==> src/rtl/dac8411_frame_capture.sv <==
`default_nettype none
// ============================================================================
// Module      : dac8411_frame_capture
// Description : Receive-side decoder for the DAC8411 SYNC/SCLK/DIN write link.
//               Oversamples the pins on clk and decodes 24-bit frames into
//               {PD1,PD0} and a 16-bit code. It also reports aborted frames and
//               keeps saturating frame and error counters.
// Revision    : 1.0 - initial release
// ============================================================================
module dac8411_frame_capture #(
    parameter int FRAME_BITS  = 24,
    parameter int DAC_WIDTH   = 16,
    parameter int SYNC_STAGES = 2
) (
    input  logic                 clk,
    input  logic                 aresetn,
    input  logic                 sclk_in,
    input  logic                 din_in,
    input  logic                 syncn_in,
    output logic [DAC_WIDTH-1:0] data_out,
    output logic [1:0]           pd_out,
    output logic                 data_valid,
    output logic                 frame_error,
    output logic                 busy,
    output logic [15:0]          frame_count,
    output logic [15:0]          error_count
);

    localparam int c_cnt_w    = $clog2(FRAME_BITS + 1);
    localparam int c_data_lsb = FRAME_BITS - 2 - DAC_WIDTH;
    localparam logic [c_cnt_w-1:0] c_frame_bits = c_cnt_w'(FRAME_BITS);

    typedef enum logic [1:0] {
        S_IDLE      = 2'd0,
        S_SHIFT     = 2'd1,
        S_WAIT_HIGH = 2'd2
    } state_t;

    logic [SYNC_STAGES-1:0] r_sclk_sync;
    logic [SYNC_STAGES-1:0] r_din_sync;
    logic [SYNC_STAGES-1:0] r_sync_sync;
    logic                   r_sclk_d;
    logic                   r_sync_d;
    // Marks when r_sync_d holds a genuine pin sample rather than its reset value
    logic [SYNC_STAGES:0]   r_prime;

    logic                   w_sclk_s;
    logic                   w_din_s;
    logic                   w_sync_s;
    logic                   w_sclk_fall;
    logic                   w_sync_fall;
    logic                   w_sync_rise;

    state_t                 r_state;
    state_t                 w_state_next;
    logic [FRAME_BITS-1:0]  r_sr;
    logic [FRAME_BITS-1:0]  w_sr_next;
    logic [c_cnt_w-1:0]     r_cnt;
    logic [c_cnt_w-1:0]     w_cnt_next;
    logic                   w_valid;
    logic                   w_abort;

    assign w_sclk_s = r_sclk_sync[SYNC_STAGES-1];
    assign w_din_s  = r_din_sync[SYNC_STAGES-1];
    assign w_sync_s = r_sync_sync[SYNC_STAGES-1];

    assign w_sclk_fall = r_sclk_d & ~w_sclk_s;
    assign w_sync_rise = ~r_sync_d & w_sync_s;
    // A fall only counts once SYNC has genuinely been seen high after reset,
    // so a pin held low through reset release cannot start a frame.
    assign w_sync_fall = r_prime[SYNC_STAGES] & r_sync_d & ~w_sync_s;

    // Input synchronizers and edge-detect delay registers (idle-high pins)
    always_ff @(posedge clk or negedge aresetn) begin
        if (!aresetn) begin
            r_sclk_sync <= '1;
            r_din_sync  <= '1;
            r_sync_sync <= '1;
            r_sclk_d    <= 1'b1;
            r_sync_d    <= 1'b1;
            r_prime     <= '0;
        end else begin
            r_sclk_sync <= {r_sclk_sync[SYNC_STAGES-2:0], sclk_in};
            r_din_sync  <= {r_din_sync[SYNC_STAGES-2:0], din_in};
            r_sync_sync <= {r_sync_sync[SYNC_STAGES-2:0], syncn_in};
            r_sclk_d    <= w_sclk_s;
            r_sync_d    <= w_sync_s;
            r_prime     <= {r_prime[SYNC_STAGES-1:0], 1'b1};
        end
    end

    // FSM state register
    always_ff @(posedge clk or negedge aresetn) begin
        if (!aresetn) begin
            r_state <= S_IDLE;
        end else begin
            r_state <= w_state_next;
        end
    end

    // Next-state, shift/count and completion decode; a coincident SCLK fall
    // is shifted before completion is judged
    always_comb begin
        w_state_next = r_state;
        w_sr_next    = r_sr;
        w_cnt_next   = r_cnt;
        w_valid      = 1'b0;
        w_abort      = 1'b0;
        case (r_state)
            S_IDLE: begin
                if (w_sync_fall) begin
                    w_sr_next    = '0;
                    w_cnt_next   = '0;
                    w_state_next = S_SHIFT;
                end
            end
            S_SHIFT: begin
                if (w_sclk_fall) begin
                    w_sr_next  = {r_sr[FRAME_BITS-2:0], w_din_s};
                    w_cnt_next = r_cnt + 1'b1;
                end
                if (w_cnt_next == c_frame_bits) begin
                    w_valid      = 1'b1;
                    w_state_next = w_sync_rise ? S_IDLE : S_WAIT_HIGH;
                end else if (w_sync_rise) begin
                    w_abort      = 1'b1;
                    w_state_next = S_IDLE;
                end
            end
            S_WAIT_HIGH: begin
                if (w_sync_rise) begin
                    w_state_next = S_IDLE;
                end
            end
            default: begin
                w_state_next = S_IDLE;
            end
        endcase
    end

    // Datapath, registered outputs and saturating status counters
    always_ff @(posedge clk or negedge aresetn) begin
        if (!aresetn) begin
            r_sr        <= '0;
            r_cnt       <= '0;
            data_out    <= '0;
            pd_out      <= '0;
            data_valid  <= 1'b0;
            frame_error <= 1'b0;
            busy        <= 1'b0;
            frame_count <= '0;
            error_count <= '0;
        end else begin
            r_sr        <= w_sr_next;
            r_cnt       <= w_cnt_next;
            data_valid  <= w_valid;
            frame_error <= w_abort;
            busy        <= (w_state_next != S_IDLE);
            if (w_valid) begin
                pd_out   <= w_sr_next[FRAME_BITS-1 -: 2];
                data_out <= w_sr_next[c_data_lsb +: DAC_WIDTH];
                if (frame_count != 16'hFFFF) begin
                    frame_count <= frame_count + 16'd1;
                end
            end
            if (w_abort && (error_count != 16'hFFFF)) begin
                error_count <= error_count + 16'd1;
            end
        end
    end

endmodule
`default_nettype wire

==> config.mk <==
export PLATFORM = sky130hd
export DESIGN_NAME = dac8411_frame_capture
export DESIGN_NICKNAME = d
export VERILOG_FILES = /design/src/rtl/dac8411_frame_capture.sv
export SDC_FILE = /design/constraint.sdc
export NUM_CORES = 1
export LEC_CHECK = 0
export BUFFER_PORTS_ARGS = -buffer_cell sky130_fd_sc_hd__buf_2
export CORE_ASPECT_RATIO = 0.7
export CORE_MARGIN = 3
export CORE_UTILIZATION = 30
export DETAILED_ROUTE_END_ITERATION = 10
export PLACE_DENSITY = 0.58
export SLEW_MARGIN = 10
export SYNTH_ARGS = -nofsm -noshare
export SYNTH_HDL_FRONTEND = slang
export SYNTH_SLANG_ARGS = --single-unit
export TNS_END_PERCENT = 10
==> constraint.sdc <==
create_clock -name clk -period 5.4 [get_ports clk]
set_input_delay 0.27 -clock clk [delete_from_list [all_inputs] [get_ports clk]]
set_output_delay 0.27 -clock clk [all_outputs]
set_load 0.01 [all_outputs]
==> run_results.csv <==
group,metric,value,unit
place,place_worst_setup_slack,2.43,ns
global_route,gr-total-overflow,0,
die,die_area,15000,um^2
synth,syn_inst,329,
routing,wirelength,8.23,mm
min_path,holdPathStages,1,
setup_path,startpoint,"r_cnt[0]$_DFFE_PN0P_",
synth,async_flop_share,100,%
clock_tree,cts_max_level,3,
timing,relSlewSlack,38.5,%
timing,worst_hold_slack,0.0314,ns
die,num_rows,34,
timing,finalCritPeriodShare,54.5,%
synth,synth-edff-count,0,
timing,fin_crit,2.94,ns
setup_path,crit_path_end_kind,"flop",
clock_tree,cts-root-buf,"clkbuf_16",
setup_path,critPathMaxFanout,33,
setup_path,worstPathRequired,5.62,ns
global_route,grt_first_pass_wirelength,13.7,mm
clock_tree,cts_tree,"built",
die,chipHeight,103,um
setup_path,crit_type,"reg2reg",
setup_path,rr_startpoint,"r_cnt[0]$_DFFE_PN0P_",
place,hpwl,5.59,mm
min_path,min_to,"r_din_sync[0]$_DFF_PN1_",
routing,vias,2718,
die,die_w,145,um
run_status,status,"finished clean",
min_path,min-delay-path-class,"in2reg",
place,placed_cell_area,4510,um^2
timing,skew,0.00866,ns
place,place_congestion,0.738,
place,port_buffers,57,
synth,ys_seq_area_share,58.9,%
global_route,antenna_found_initial,0,
routing,drt_iter0_drc,185,
synth,yosysUniqueCellTypes,44,
setup_path,worstPathCellList,"ha_1, nand4b_1, o32ai_1, o32a_1, buf_4, nand2_1, mux2_2",
finish,final_cells,569,
synth,synth.cell_area,4050,um^2
finish,final_area,4830,um^2
timing,setup_violations,0,
die,io_pins,58,
finish,finalNetCount,392,
setup_path,start_kind,"flop",
finish,diodes,0,
synth,synth.avg_cell_area,12.3,um^2
die,initial_core_util,31.6,%
synth,synthTopCellsByArea,"dfrtp_1 54%, mux2_2 5.8%, a22o_1 5.6%",
setup_path,r2r_cells,7,
power_and_ir_drop,ir_drop,0.204,mV
power_and_ir_drop,power_density,326,nW/um^2
clock_tree,clk_pin_slew,0.07,ns
min_path,hold_start,"din_in",
job,cap_violations,0,
setup_path,max_stage_delay,0.60,ns
routing,drt-wirelength-per-cell,14.5,um
synth,yosysTopAreaCell,"dfrtp_1",
synth,syn_nets,337,
routing,final_antenna_net_count,0,
global_route,grt_pass1_vias,2608,
setup_path,r2r-end,"data_out[5]$_DFFE_PN0P_",
power_and_ir_drop,cellLeakagePower,2.41,nW
synth,dominantRegCellSynth,"dfrtp_1",
die,core_region_area,12800,um^2
setup_path,arrival,3.17,ns
finish,layout-drive-gt1-share,28.3,%
timing,tightest_slew,0.923,ns
clock_tree,clock_sinks,95,
routing,drc_errors,0,
timing,finalHoldViolCount,0,
synth,yosys_warnings,0,
routing,firstDrtPassIters,4,
setup_path,cp.buffers_inverters,1,
timing,fmax,0.340,GHz
timing,rsz0062_at_grt,"no",
timing,fin_ws,2.46,ns
global_route,track_usage,11.7,%
global_route,grt_max_degree,60,
clock_tree,cts_buffer_depth,2,
finish,area_growth,19.3,%
clock_tree,cts_resized,0,
clock_tree,cts_buffers,9,
setup_path,r2r_setup_slack,2.46,ns
timing,slew_violations,0,
synth,synth_top_area_share,53.7,%
setup_path,cp_slowest_cell,"nand2_1",
setup_path,crit_family,"simple AND/OR/NAND/NOR gates",
clock_tree,clock_latency,0.34,ns
routing,vias_per_cell,4.78,
place,place_inst,552,
synth,ys_seq_elements,95,
timing,tns,0,ns
==> sequential cells by signal, summed over array words and instances (netlist names), 2 cells and up <==
signal,cells
frame_count,16
data_out,16
r_state,2
pd_out,2
r_prime,3
r_cnt,5
r_sync_sync,2
r_sclk_sync,2
r_sr,24
error_count,16
r_din_sync,2
==> final cells by class <==
cell class | count | area [um^2]
flip-flops and latches | 95 | 2390
repair buffers | 61 | 320
fillers | 1254 | 7970
multi-input cells | 214 | 1580
well taps | 180 | 225
clock buffers | 9 | 225
inverters | 3 | 11.3
clock inverters | 7 | 87.6
==> worst max-delay path by stage <==
stage / end / slack, ns / cells past startpoint
after detailed placement: data_out[5]$_DFFE_PN0P_ / 2.43 / 7
after global routing: data_out[6]$_DFFE_PN0P_ / 2.26 / 7
after global placement: data_out[9]$_DFFE_PN0P_ / 2.60 / 7
final: data_out[5]$_DFFE_PN0P_ / 2.46 / 7
after CTS: data_out[0]$_DFFE_PN0P_ / 2.43 / 7
after floorplan: error_count[1]$_DFFE_PN0P_ / 3.35 / 6
==> what timing repair did <==
| action | in CTS | in global routing |
|---|---|---|
| buffers inserted | 0 | 0 |
| endpoints found under the hold margin | 33 | 0 |
| hold buffers | 1 | 0 |
==> placed cells by master (no fill, tap or decap), types with 2 or more instances in the layout <==
cell type / Yosys / routed
a21o_1: 2 / 2
a21oi_1: 3 / 3
a22o_1: 26 / 26
and2_1: 6 / 6
and3_1: 11 / 11
and3b_1: 2 / 2
and4_1: 5 / 5
buf_2: 8 / 56
buf_4: 1 / 4
clkbuf_16: 0 / 9
clkinv_4: 0 / 3
dfrtp_1: 87 / 87
dfstp_2: 8 / 8
ha_1: 3 / 3
inv_1: 3 / 3
inv_8: 0 / 2
mux2_2: 21 / 21
nand2_1: 18 / 18
nand2b_1: 2 / 2
nand3_1: 17 / 17
nand3b_1: 2 / 2
nand4_1: 18 / 18
nor2_1: 11 / 11
nor2b_1: 6 / 6
nor3_1: 7 / 7
nor4_1: 3 / 3
nor4_2: 2 / 2
o21ai_0: 3 / 3
xnor2_1: 19 / 19
xor2_1: 11 / 11
==> layer usage <==
layer	up-vias	track usage [%]	wire (um)
li1	1310	-	-
met1	1349	16.1	4050
met2	51	16.9	3570
met3	8	4.64	491
met4	0	3.87	121
met5	-	0	0
==> stage by stage <==
step | power, mW | util, %
finish | 1.58 | 37.7
detailed placement | 0.937 | 35.2
global route | 1.66 | 37.7
global placement | 0.931 | 35.2
CTS | 1.61 | 37.7
floorplan | 0.876 | -
==> report_power, final <==
| part | switching (mW) | internal (mW) | total [mW] |
|---|---|---|---|
| Clock | 0.284 | 0.370 | 0.654 |
| Combinational | 0.0784 | 0.0565 | 0.135 |
| Sequential | 0.0431 | 0.745 | 0.788 |
| Total | 0.406 | 1.17 | 1.58 |
==> synthesized netlist by cell type, types with 2 or more instances <==
master    number
nand3b_1       2
nor4_2         2
xnor2_1       19
o21ai_0        3
nand3_1       17
nor4_1         3
xor2_1        11
a21o_1         2
and2_1         6
buf_2          8
nor2_1        11
dfrtp_1       87
ha_1           3
nor2b_1        6
dfstp_2        8
nand2_1       18
a21oi_1        3
nor3_1         7
and4_1         5
nand4_1       18
mux2_2        21
and3b_1        2
clkbuf_1       8
inv_1          3
and3_1        11
a22o_1        26
nand2b_1       2
==> worst register-to-register path: cells and delay by family, from the launching register on <==
kind	cells	cell delay, ns
AND/OR/NAND/NOR	2	0.75
AO/OA/AOI/OAI	2	0.55
multiplexers	1	0.50
flip-flops	1	0.43
buffers and inverters	1	0.33
adder cells (fa/ha/maj)	1	0.28
==> cells by family (layout without fill, tap and decap cells) <==
logic type | count (synthesis) | in the layout | synth area share [%]
compound gates | 39 | 39 | 7.78
fa+ha+maj | 3 | 3 | 0.927
other cells | 1 | 1 | 0.0926
mux | 23 | 23 | 6.45
buf+inv | 20 | 80 | 2.19
simple gates | 118 | 118 | 17.1
xor+xnor | 30 | 30 | 6.49
flops | 95 | 95 | 58.9
No activity file was read; power rests on OpenSTA's default activity.
